## src/rtl/kbd_fifo4.sv

```systemverilog
// 4-entry 16-bit key-code FIFO feeding the Hack keyboard register.
// Head entry is read through a 4-way mux on rd_ptr, gated to EMPTY_CODE when empty.

module kbd_mux4 #(
  parameter int W = 16
) (
  input  logic [1:0]        i_sel,
  input  logic [3:0][W-1:0] i_d,
  output logic [W-1:0]      o_q
);
  always_comb begin
    o_q = i_d[0];
    case (i_sel)
      2'd0: o_q = i_d[0];
      2'd1: o_q = i_d[1];
      2'd2: o_q = i_d[2];
      2'd3: o_q = i_d[3];
      default: o_q = i_d[0];
    endcase
  end
endmodule

module kbd_fifo4 #(
  parameter logic [15:0] EMPTY_CODE   = 16'h0000,
  parameter bit          DROP_ON_FULL = 1'b0
) (
  input  logic        clk,
  input  logic        reset_n,
  input  logic [15:0] in_data,
  input  logic        in_valid,
  output logic        in_ready,
  input  logic        pop,
  output logic [15:0] kbd_out,
  output logic [2:0]  count,
  output logic        empty,
  output logic        full,
  output logic        overflow,
  input  logic        clr_ovf
);
  logic [3:0][15:0] r_slot;
  logic [1:0]       r_wr_ptr, r_rd_ptr;
  logic [2:0]       r_count;
  logic             r_ovf;

  logic        w_full, w_empty;
  logic        w_push_fire, w_pop_fire, w_write, w_discard;
  logic [15:0] w_head;

  assign w_full  = (r_count == 3'd4);
  assign w_empty = (r_count == 3'd0);

  assign in_ready    = DROP_ON_FULL ? 1'b1 : !w_full;
  assign w_push_fire = in_valid & in_ready;
  assign w_pop_fire  = pop & !w_empty;
  // When full, a same-cycle pop frees the slot the push lands in.
  assign w_write     = w_push_fire & (!w_full | w_pop_fire);
  assign w_discard   = w_push_fire & w_full & !w_pop_fire;

  always_ff @(posedge clk) begin
    if (w_write) r_slot[r_wr_ptr] <= in_data;
  end

  always_ff @(posedge clk or negedge reset_n) begin
    if (!reset_n) begin
      r_wr_ptr <= 2'd0;
      r_rd_ptr <= 2'd0;
      r_count  <= 3'd0;
      r_ovf    <= 1'b0;
    end else begin
      if (w_write)    r_wr_ptr <= r_wr_ptr + 2'd1;
      if (w_pop_fire) r_rd_ptr <= r_rd_ptr + 2'd1;
      case ({w_write, w_pop_fire})
        2'b10:   r_count <= r_count + 3'd1;
        2'b01:   r_count <= r_count - 3'd1;
        default: r_count <= r_count;
      endcase
      // A discard in the same cycle as clr_ovf keeps the flag set.
      if (w_discard)    r_ovf <= 1'b1;
      else if (clr_ovf) r_ovf <= 1'b0;
    end
  end

  kbd_mux4 #(.W(16)) u_rd_mux (
    .i_sel (r_rd_ptr),
    .i_d   (r_slot),
    .o_q   (w_head)
  );

  assign kbd_out  = w_empty ? EMPTY_CODE : w_head;
  assign count    = r_count;
  assign empty    = w_empty;
  assign full     = w_full;
  assign overflow = r_ovf;
endmodule

```

## config.mk

```make
export PLATFORM = sky130hd
export DESIGN_NAME = kbd_fifo4
export DESIGN_NICKNAME = d
export VERILOG_FILES = /design/src/rtl/kbd_fifo4.sv
export SDC_FILE = /design/constraint.sdc
export NUM_CORES = 1
export LEC_CHECK = 0
export ABC_CLOCK_PERIOD_IN_PS = 2800
export BUFFER_PORTS_ARGS = -buffer_cell sky130_fd_sc_hd__buf_2
export CORE_ASPECT_RATIO = 1.75
export CORE_UTILIZATION = 44
export DETAILED_ROUTE_END_ITERATION = 12
export PLACE_DENSITY = 0.67
export SYNTH_ARGS = -nofsm -noshare
export SYNTH_HDL_FRONTEND = slang
export SYNTH_SLANG_ARGS = --single-unit
```

## constraint.sdc

```tcl
create_clock -name clk -period 2.8 [get_ports clk]
set_input_delay 0.28 -clock clk [delete_from_list [all_inputs] [get_ports clk]]
set_output_delay 0.28 -clock clk [all_outputs]
set_load 0.01 [all_outputs]
```

==> results_dict.tcl <==
set metrics [dict create \
    status "finished, final reports clean" \
    syn_inst 184 \
    die_height_um 110 \
    placed_cell_area_sq_um 3260 \
    timing.hold.ws_ns 0.0815 \
    maxCapViolations 0 \
    utilization_pct 55.2 \
    place_ws_ns 0.761 \
    internal_power_mw 2.56 \
    io_pins 44 \
    fin_nets 269 \
    grt_max_degree 23 \
    synth_nets 215 \
    layout_commonest_cell "edfxtp_1" \
    vias_per_cell 5.21 \
    mostFrequentLayoutCells "64 x edfxtp_1, 43 x buf_2, 17 x nor2b_1" \
    power.density_nw_per_um2 1110 \
    vias 1679 \
    ys_types 21 \
    grt_pass1_wl_um 8080 \
    drtAntennaViolNets 0 \
    finalSetupViolCount 0 \
    arrival_ns 2.11 \
    first_iter_violations 74 \
    port_buffers 43 \
    power_frac_comb_pct 38.8 \
    cp_num_buf_inv 1 \
    drt_pre_antenna_iters 5 \
    worstMarginPinSlew_ns 0.712 \
    multiInputGateArea_sq_um 717 \
    yosysWarnings 0 \
    endpoint_kind "output port" \
    final.min_clock_period_ns 2.39 \
    p_leak_nw 1.30 \
    syn_area_per_cell_sq_um 15.8 \
    dpl.cell_count 306 \
    crit_path_cell_trace "ha_1 -> a22oi_1 -> a211oi_1 -> buf_2" \
    postCtsSetupBuffers 0 \
    clkPwrFrac_pct 21.4 \
    critPathTopFamily "adder cells" \
    num_antenna_cells 0 \
    slowest_stage "ha_1" \
    synthTopCellsByArea "edfxtp_1 66%, dfrtp_1 6.9%, a211oi_1 4.1%, a22oi_1 4.1%, ha_1 3.9%" \
    peakVddDrop_mv 0.567 \
    htree_levels 3 \
    area_growth_pct 18.9 \
    antenna_found_initial 0 \
    gr-total-overflow 0 \
    wl_per_cell_um 15.9 \
    critPathKind "reg -> out" \
    ff_latch_area_sq_um 2120 \
    slew_headroom_pct 52.5 \
    design.die.area_sq_um 6970 \
    clkTransAtPathRegs_ns 0.06 \
    drv_slew 0 \
    core_sq_um 6280 \
    fin_ws_ns 0.408 \
    wl_um 5110 \
    drcViolationCount 0 \
    numCtsBuffers 9 \
    start_kind "register" \
    gr-usage-all-layers_pct 16.5 \
    grt_pass1_vias 1695 \
    fillers 536 \
    cts_resized 0 \
    clock_path_buffers 2 \
    die_w_um 63.5 \
    yosysTopAreaCell "edfxtp_1" \
    design_area_sq_um 3470 \
    row_count 38 \
    yosys_register_bits 72 \
    seqPwrFrac_pct 39.8 \
    worstPathRequired_ns 2.52 \
    finClkSkew_ns 0.00885 \
    hold_path.class "in -> reg" \
    p_sw_share_pct 33.8 \
    cts_tree "yes" \
    ys_seq_area_share_pct 72.8 \
    syn_area_sq_um 2920 \
    finalCritPeriodShare_pct 85.4 \
    finalPower_mw 3.86 \
    hpwl_um 3280 \
    yosysTopAreaCellShare_pct 65.9 \
    gp_congestion 0.787 \
    cp_max_fo 15 \
    grt_setup_unrepaired "no" \
    p_sw_mw 1.30 \
    drive_above_1_share_pct 28.9 \
    ctsHoldBuffers 1 \
    start_util_pct 46.5 \
    cts_sinks 72 \
    final_cells 322 \
    hold_viol 0 \
    setup_tns_ns 0 \
    max_stage_delay_ns 0.64 \
    worstSkewPairLatency_ns 0.34 \
    cts-root-buf "clkbuf_8" \
    fmax_mhz 418 \
]
cell families (layout without fill, tap and decap cells):
logic type | count (synthesis) | in the layout | share of synthesized area, %
flip-flops | 72 | 72 | 72.8
AO/OA/AOI/OAI | 49 | 49 | 11.2
AND/OR/NAND/NOR | 27 | 27 | 6.35
buffers and inverters | 19 | 77 | 2.62
adder cells (fa/ha/maj) | 10 | 10 | 4.55
XOR/XNOR | 5 | 5 | 1.50
multiplexers | 2 | 2 | 1.03
worst register-to-register path: stages (launching register included):
cell	delay (ns)
dfrtp_1	0.44
nor3b_2	0.29
nor2b_2	0.13
inv_1	0.07
ha_1	0.17
inv_1	0.06
fa_1	0.37
xor2_1	0.15
nor2_1	0.12
xor2_1	0.15
registers in the layout (all words and copies together) (netlist names):
| register | count |
|---|---|
| count | 3 |
| overflow | 1 |
| r_rd_ptr | 2 |
| r_slot | 64 |
| r_wr_ptr | 2 |
path summary, 6_finish.rpt:
| path | start | to | slack [ns] | cells past startpoint |
|---|---|---|---|---|
| max in group asynchronous | reset_n | count[2] | 2.30 | 2 |
| setup reg to reg | count[1] | count[2] | 0.77 | 9 |
| hold reg to reg | overflow | overflow | 0.50 | 1 |
| min in group asynchronous | reset_n | count[1] | 0.32 | 2 |
| setup / recovery | r_rd_ptr[1] | kbd_out[1] | 0.41 | 4 |
| hold / removal | clr_ovf | overflow | 0.08 | 2 |
cell usage after synthesis:
library cell / instances
mux2_4: 2
xor2_1: 2
edfxtp_1: 64
nor2b_1: 17
buf_2: 4
a22oi_1: 16
dfrtp_1: 8
clkbuf_1: 6
fa_1: 1
nor2b_2: 2
nor3_4: 1
nor2_1: 1
a211oi_1: 16
inv_1: 9
nor3b_2: 1
o21ai_0: 1
xnor2_1: 3
and2_1: 4
nand2_1: 1
a21oi_1: 16
ha_1: 9
cell type report:
| type | instances | area share (%) |
|---|---|---|
| Inverter | 9 | 0.975 |
| Multi-Input combinational cell | 93 | 20.7 |
| Sequential cell | 72 | 61.2 |
| Timing Repair Buffer | 53 | 8.45 |
| Clock inverter | 5 | 2.09 |
| Tap cell | 80 | 2.89 |
| Clock buffer | 10 | 3.68 |
power groups by stage:
stage | registers, mW | logic [mW] | clock network (mW)
2_1_floorplan | 1.55 | 0.956 | 0
6_report | 1.54 | 1.50 | 0.825
4_1_cts | 1.54 | 1.53 | 0.849
3_5_place_dp | 1.56 | 1.52 | 0
3_3_place_gp | 1.56 | 1.50 | 0
5_1_grt | 1.56 | 1.68 | 0.882
per-layer routing:
metal / vias to the layer above / part of all wire, % / global-route usage, %
li1: 799 / - / -
met1: 794 / 42 / 19.6
met2: 69 / 50 / 26.0
met3: 17 / 4.8 / 4.05
met4: 0 / 3.0 / 11.9
met5: - / 0 / 0
No activity file was read; power rests on OpenSTA's default activity.
